**src/rtl/block_lock_aligner.sv**
```systemverilog
// 64b/66b receive block aligner: bit-slip hunt for the sync-header boundary, lock FSM, aligned output.
// Define BLOCK_LOCK_STAT_EN to add the saturating slip_count / lock_loss_count statistics ports.
module block_lock_aligner #(
    parameter int LOCK_CNT    = 64,
    parameter int WINDOW      = 64,
    parameter int INVALID_MAX = 16
) (
    input  logic        clk,
    input  logic        reset,
    input  logic [65:0] s_axis_tdata,
    input  logic        s_axis_tvalid,
    output logic        s_axis_tready,
    output logic [1:0]  m_axis_ttype,
    output logic [63:0] m_axis_tdata,
    output logic        m_axis_tvalid,
    input  logic        m_axis_tready,
    output logic        block_lock
`ifdef BLOCK_LOCK_STAT_EN
    ,
    output logic [15:0] slip_count,
    output logic [15:0] lock_loss_count
`endif
);

    localparam int SH_W  = $clog2(LOCK_CNT + 1);
    localparam int WIN_W = $clog2(WINDOW + 1);
    localparam int INV_W = $clog2(INVALID_MAX + 1);

    localparam logic [SH_W-1:0]  SH_LAST_M1  = SH_W'(LOCK_CNT - 1);
    localparam logic [WIN_W-1:0] WIN_LAST_M1 = WIN_W'(WINDOW - 1);
    localparam logic [INV_W-1:0] INV_LAST_M1 = INV_W'(INVALID_MAX - 1);

    typedef enum logic {
        HUNT   = 1'b0,
        LOCKED = 1'b1
    } state_t;

    state_t           state, state_nxt;
    logic [65:0]      prev;
    logic [6:0]       offset, offset_nxt;
    logic [SH_W-1:0]  sh_cnt, sh_cnt_nxt;
    logic [WIN_W-1:0] win_cnt, win_cnt_nxt;
    logic [INV_W-1:0] invld_cnt, invld_cnt_nxt;

    logic        accept;
    logic [65:0] win;
    logic        hdr_valid;
    logic        slip;
    logic        lock_lost;

    assign s_axis_tready = !reset && (!m_axis_tvalid || m_axis_tready);
    assign accept        = s_axis_tvalid && s_axis_tready;
    // The window straddles the previous and current word; offset 0 selects the previous word.
    assign win           = 66'({s_axis_tdata, prev} >> offset);
    assign hdr_valid     = win[1] ^ win[0];
    assign block_lock    = (state == LOCKED);

    always_comb begin
        // NOTE: every output of this block gets a default first so no path leaves it unassigned (no latches).
        state_nxt     = state;
        offset_nxt    = offset;
        sh_cnt_nxt    = sh_cnt;
        win_cnt_nxt   = win_cnt;
        invld_cnt_nxt = invld_cnt;
        slip          = 1'b0;
        lock_lost     = 1'b0;

        if (accept) begin
            case (state)
                HUNT: begin
                    if (hdr_valid) begin
                        if (sh_cnt == SH_LAST_M1) begin
                            state_nxt     = LOCKED;
                            sh_cnt_nxt    = '0;
                            win_cnt_nxt   = '0;
                            invld_cnt_nxt = '0;
                        end else begin
                            sh_cnt_nxt = sh_cnt + 1'b1;
                        end
                    end else begin
                        slip       = 1'b1;
                        sh_cnt_nxt = '0;
                    end
                end
                LOCKED: begin
                    // Loss of lock wins over a coincident window end.
                    if (!hdr_valid && invld_cnt == INV_LAST_M1) begin
                        state_nxt     = HUNT;
                        slip          = 1'b1;
                        lock_lost     = 1'b1;
                        sh_cnt_nxt    = '0;
                        win_cnt_nxt   = '0;
                        invld_cnt_nxt = '0;
                    end else if (win_cnt == WIN_LAST_M1) begin
                        win_cnt_nxt   = '0;
                        invld_cnt_nxt = '0;
                    end else begin
                        win_cnt_nxt   = win_cnt + 1'b1;
                        invld_cnt_nxt = invld_cnt + INV_W'(!hdr_valid);
                    end
                end
            endcase

            if (slip) begin
                offset_nxt = (offset == 7'd65) ? 7'd0 : offset + 7'd1;
            end
        end
    end

    always_ff @(posedge clk) begin
        // NOTE: sequential state uses non-blocking assignments so all registers update from pre-edge values.
        if (reset) begin
            state     <= HUNT;
            offset    <= '0;
            sh_cnt    <= '0;
            win_cnt   <= '0;
            invld_cnt <= '0;
        end else begin
            state     <= state_nxt;
            offset    <= offset_nxt;
            sh_cnt    <= sh_cnt_nxt;
            win_cnt   <= win_cnt_nxt;
            invld_cnt <= invld_cnt_nxt;
        end
    end

    always_ff @(posedge clk) begin
        if (reset) begin
            prev          <= '0;
            m_axis_ttype  <= '0;
            m_axis_tdata  <= '0;
            m_axis_tvalid <= 1'b0;
        end else if (accept) begin
            prev          <= s_axis_tdata;
            m_axis_ttype  <= win[1:0];
            m_axis_tdata  <= win[65:2];
            // The lock-completing block is dropped; the lock-losing block is still forwarded.
            m_axis_tvalid <= (state == LOCKED);
        end else if (m_axis_tready) begin
            m_axis_tvalid <= 1'b0;
        end
    end

`ifdef BLOCK_LOCK_STAT_EN
    always_ff @(posedge clk) begin
        if (reset) begin
            slip_count      <= '0;
            lock_loss_count <= '0;
        end else begin
            if (slip && slip_count != 16'hFFFF) begin
                slip_count <= slip_count + 16'd1;
            end
            if (lock_lost && lock_loss_count != 16'hFFFF) begin
                lock_loss_count <= lock_loss_count + 16'd1;
            end
        end
    end
`endif

endmodule
```
**config.mk**
```make
export PLATFORM = sky130hd
export DESIGN_NAME = block_lock_aligner
export DESIGN_NICKNAME = d
export VERILOG_FILES = /design/src/rtl/block_lock_aligner.sv
export SDC_FILE = /design/constraint.sdc
export NUM_CORES = 1
export LEC_CHECK = 0
export ABC_CLOCK_PERIOD_IN_PS = 3400
export BUFFER_PORTS_ARGS = -buffer_cell sky130_fd_sc_hd__buf_2
export CELL_PAD_IN_SITES_DETAIL_PLACEMENT = 0
export CELL_PAD_IN_SITES_GLOBAL_PLACEMENT = 1
export CORE_MARGIN = 1.5
export CORE_UTILIZATION = 43
export DETAILED_ROUTE_END_ITERATION = 10
export PLACE_DENSITY_LB_ADDON = 0.1
export SLEW_MARGIN = 20
export SYNTH_ARGS = -nofsm -noshare
export SYNTH_HDL_FRONTEND = slang
export SYNTH_SLANG_ARGS = --single-unit
```
**constraint.sdc**
```tcl
create_clock -name clk -period 3.4 [get_ports clk]
set_input_delay 0.34 -clock clk [delete_from_list [all_inputs] [get_ports clk]]
set_output_delay 0.34 -clock clk [all_outputs]
set_load 0.005 [all_outputs]
```
==> results by group <==
Run status
  – Result of the run: complete, but fails checks
  – Violations in the final reports: negative setup slack

Clocking
  – Clock sink total: 160
  – Buffer depth of the longest clock path: 2
  – Clock tree from TritonCTS: done
  – Clock transition at the register clock pins on the worst setup and hold paths after CTS: 70 ps
  – H-tree Lvls: 4
  – Clk_lat worst skew: approximately 470 ps
  – Clock tree root buffer cell: sky130_fd_sc_hd__clkbuf_16
  – Clock buffers created by TritonCTS: 17

Critical path
  – Class of the most critical setup path: flop to flop
  – Worst setup slack for register-to-register paths: -130 ps
  – Slowest cell delay on critical path: 580 ps
  – Kind of cell with the highest combined delay on the critical path: multiplexers
  – CP max stage cell: sky130_fd_sc_hd__mux4_2
  – Number of buffer and inverter stages on the critical path: 3
  – Critical path startpoint category: flop
  – Signal arrival time at the worst endpoint: 3900 ps
  – FF-to-FF path depth: 13
  – Highest fanout seen on the critical path: 14
  – Worst reg2reg path startpoint: offset[1]$_SDFFE_PP0P_
  – Endpoint required time on the critical path: 3770 ps
  – Terminus of the critical flop-to-flop path: invld_cnt[2]$_SDFFE_PP0P_
  – Chain of cells forming the critical path: buf_12, mux4_2, mux2_2, mux4_2, o22a_1, o211ai_1, nand2_2, inv_2, ha_4, ha_4, inv_1, or4_1, o311ai_1
  – Worst setup EP type: flop

Global routing
  – GR Overflow Total: 0
  – Antenna violations before repair: 0
  – Pin count of the biggest net entering global routing: ~110
  – Via count of the first global-routing pass: 14900
  – GR Util All Layers: 0.347
  – Wire length of the first global-routing pass: about 99000 µm

Floorplanning
  – Std-Cell Core Area: 36800 µm²
  – Height of the die: 197 µm
  – Die ar.: 38700 µm²
  – Width of the die: 197 µm
  – Number of core rows: 70
  – Top-level port count: 139
  – Starting utilization of the core area: 0.439

Layout
  – Final-stage net count: a little over 2000
  – Fraction of layout cells with a size suffix above 1: 0.382
  – Antenna diodes: 0
  – Layout Area Growth over Synthesis: 18.6%
  – Post-layout utilization of the core: 0.521

Pwr
  – Sequential share of power: 0.331
  – Internal power: 4.07 mW
  – Proportion of power drawn by the clock network: 0.306
  – Power dissipated by switching net loads: 2.22 mW
  – Total design power: 6.29 mW
  – Leakage: 8.04 nW
  – Fraction of power spent switching nets: 0.353
  – Combinational power share: 0.362
  – Worst IR Drop VDD: a little under 400 µV
  – Power per standard cell area: 328 nW/µm²

Worst hold path
  – Hold worst-path end: prev[63]$_SDFFE_PP0P_
  – Startpoint of the worst hold path: s_axis_tdata[63]
  – Hold-critical path depth: 3
  – Type of the tightest min-delay check: primary input to flop

Job
  – Max Cap Viol: 0

Drt
  – Number of search-and-repair iterations in the first detailed-routing pass: 7
  – Average wire per cell in the routed design: 27.6 µm
  – Number of design rule violations left after detail routing: 0
  – Initial drt markers: 2227
  – Routed via count: approximately 16000
  – Detailed-route vias per instance: 6.63
  – Final wirelength: 66900 µm
  – ANT nets after route: 0

Synth
  – Post-synthesis sequential area ratio: 0.198
  – Count of unique library cells instantiated by Yosys: 69
  – Number of enable-type register cells in the synthesized netlist: 0
  – Post-Synthesis Cells: about 1700
  – Mapped Area: 16200 µm²
  – Average size of a mapped cell: 9.27 µm²
  – Yosys reg bits: 160
  – Async set-reset flop share out of synthesis: 0
  – Most used flip-flop cell after synthesis: sky130_fd_sc_hd__dfxtp_1
  – Yosys warns: 0
  – Post-synth net total: 1819

Timing
  – RSZ-0062 raised after global routing: true
  – Final period utilization: 1.04
  – Number of setup violations in the final report: 6
  – Shortest period the worst path allows: 3530 ps
  – Worst-Margin Slew: 859 ps
  – Worst Slack Setup Final: -126 ps
  – Worst Clk Skew: 19.1 ps
  – Slew Limit Headroom: 0.425
  – Final hold violation count: 0
  – Max-slew violation total from the final report: 0
  – Setup TNS Final: -512 ps
  – Smallest hold slack: 153 ps
  – Max Fclk: around 280 MHz

Placed design
  – DP Wirelength: 51900 µm
  – Pre-CTS worst setup slack: -232 ps
  – Port-buffer cells: 138
  – Final RePlAce weighted congestion: between 1 and 1.5
cell usage after synthesis, types with 4 or more instances:
cell type	n	share of area
sky130_fd_sc_hd__o22ai_1	12	0.0046
sky130_fd_sc_hd__and3_1	6	0.0023
sky130_fd_sc_hd__mux2_2	111	0.077
sky130_fd_sc_hd__o22a_1	14	0.0076
sky130_fd_sc_hd__mux4_2	209	0.29
sky130_fd_sc_hd__inv_1	23	0.0053
sky130_fd_sc_hd__dfxtp_1	160	0.20
sky130_fd_sc_hd__nand3_1	155	0.048
sky130_fd_sc_hd__a211oi_1	15	0.0070
sky130_fd_sc_hd__o21ai_1	18	0.0056
sky130_fd_sc_hd__buf_1	33	0.0077
sky130_fd_sc_hd__o211ai_1	15	0.0070
sky130_fd_sc_hd__or4_1	7	0.0033
sky130_fd_sc_hd__nand4_1	6	0.0023
sky130_fd_sc_hd__mux2i_1	152	0.094
sky130_fd_sc_hd__o31ai_1	4	0.0019
sky130_fd_sc_hd__nand2_1	262	0.061
sky130_fd_sc_hd__a22o_1	4	0.0022
sky130_fd_sc_hd__buf_4	9	0.0042
sky130_fd_sc_hd__a31oi_1	10	0.0039
sky130_fd_sc_hd__buf_2	27	0.0084
sky130_fd_sc_hd__o221ai_1	8	0.0043
sky130_fd_sc_hd__a22oi_1	5	0.0023
sky130_fd_sc_hd__o21ai_0	79	0.024
sky130_fd_sc_hd__nor2b_1	6	0.0023
sky130_fd_sc_hd__nor3_1	13	0.0040
sky130_fd_sc_hd__and2_1	5	0.0019
sky130_fd_sc_hd__a21oi_1	55	0.017
sky130_fd_sc_hd__or2_2	5	0.0019
sky130_fd_sc_hd__clkbuf_1	99	0.023
sky130_fd_sc_hd__nand2b_1	6	0.0023
sky130_fd_sc_hd__ha_1	6	0.0046
sky130_fd_sc_hd__a211o_1	5	0.0027
sky130_fd_sc_hd__nand3b_1	4	0.0019
sky130_fd_sc_hd__nor2_1	141	0.033
layout make-up:
cell class | count | area [µm²]
flip-flops and latches | 160 | 3220
multi-input cells | 1385 | 12200
clock buffers | 23 | 478
fillers | 3466 | 17600
inverters | 27 | 110
well taps | 468 | 586
repair buffers | 351 | 2480
clock inverters | 8 | 81.3
layout by cell type, fill, tap and decap left out, types with 8 or more instances in the layout:
cell type	n
sky130_fd_sc_hd__nand2_1	260
sky130_fd_sc_hd__mux4_2	209
sky130_fd_sc_hd__buf_4	197
sky130_fd_sc_hd__nand3_1	153
sky130_fd_sc_hd__dfxtp_1	153
sky130_fd_sc_hd__mux2i_1	151
sky130_fd_sc_hd__nor2_1	141
sky130_fd_sc_hd__buf_2	138
sky130_fd_sc_hd__mux2_2	110
sky130_fd_sc_hd__o21ai_0	79
sky130_fd_sc_hd__a21oi_1	54
sky130_fd_sc_hd__inv_1	20
sky130_fd_sc_hd__o21ai_1	18
sky130_fd_sc_hd__clkbuf_16	17
sky130_fd_sc_hd__o211ai_1	15
sky130_fd_sc_hd__o22a_1	14
sky130_fd_sc_hd__a211oi_1	14
sky130_fd_sc_hd__buf_12	14
sky130_fd_sc_hd__nor3_1	13
sky130_fd_sc_hd__o22ai_1	12
sky130_fd_sc_hd__a31oi_1	10
sky130_fd_sc_hd__o221ai_1	8
worst min-delay path, stage by stage:
cell and delay, ps:
sky130_fd_sc_hd__buf_2 140, sky130_fd_sc_hd__nand2_1 60, sky130_fd_sc_hd__nand2_1 50
timing repair:
item	4_1_cts	5_1_grt
hold buffers	0	0
hold endpoints to repair	0	0
resized for setup	5	8
pin swaps	1	2
buffers inserted	3	6
endpoints found under the setup margin	22	39
routing by layer:
layer  GRT usage  part of all wire  vias to the layer above
li1            -                 -                     7033
met1       0.498              0.43                     7956
met2       0.526              0.44                      950
met3      0.0638             0.094                      122
met4       0.114             0.034                        0
met5           0                 0                        -
how the worst max path moves through the flow:
| stage | slack, ps | cells after the start | start | to |
|---|---|---|---|---|
| after global placement | -140 | 12 | offset[1]$_SDFFE_PP0P_ | invld_cnt[2]$_SDFFE_PP0P_ |
| final | -130 | 13 | offset[1]$_SDFFE_PP0P_ | invld_cnt[2]$_SDFFE_PP0P_ |
| after global routing | -240 | 14 | offset[1]$_SDFFE_PP0P_ | invld_cnt[2]$_SDFFE_PP0P_ |
| after CTS | -110 | 13 | offset[1]$_SDFFE_PP0P_ | invld_cnt[2]$_SDFFE_PP0P_ |
| after detailed placement | -230 | 14 | offset[1]$_SDFFE_PP0P_ | invld_cnt[2]$_SDFFE_PP0P_ |
| after floorplan | -80 | 14 | offset[1]$_SDFFE_PP0P_ | invld_cnt[2]$_SDFFE_PP0P_ |
kinds of logic after synthesis:
family,share of synthesized area
compound gates,0.109
fa+ha+maj,0.00465
buf+inv,0.0518
xor+xnor,0.000542
flops,0.198
mux,0.465
simple gates,0.171
power by group through the flow:
stage | clock network (mW) | logic, mW | registers [mW]
floorplan | 0 | 1.27 | 2.11
global placement | 0 | 2.17 | 2.13
detailed placement | 0 | 2.18 | 2.13
CTS | 1.97 | 2.20 | 2.08
global route | 2.04 | 2.39 | 2.09
finish | 1.93 | 2.28 | 2.08
stage by stage:
| stage | cells | area, µm² |
|---|---|---|
| 2_1_floorplan | 1743 | 16200 |
| 3_3_place_gp | 2382 | 18400 |
| 3_5_place_dp | 2382 | 18400 |
| 4_1_cts | 2416 | 19000 |
| 5_1_grt | 2422 | 19200 |
| 6_report | 2422 | 19200 |
registers in the layout, summed over array words and instances (netlist names):
register / cells
block_lock: 1
invld_cnt: 5
m_axis_tdata: 64
m_axis_ttype: 2
m_axis_tvalid: 1
offset: 7
prev: 66
sh_cnt: 7
win_cnt: 7
Note: power is estimated with default switching activity, not from simulation.
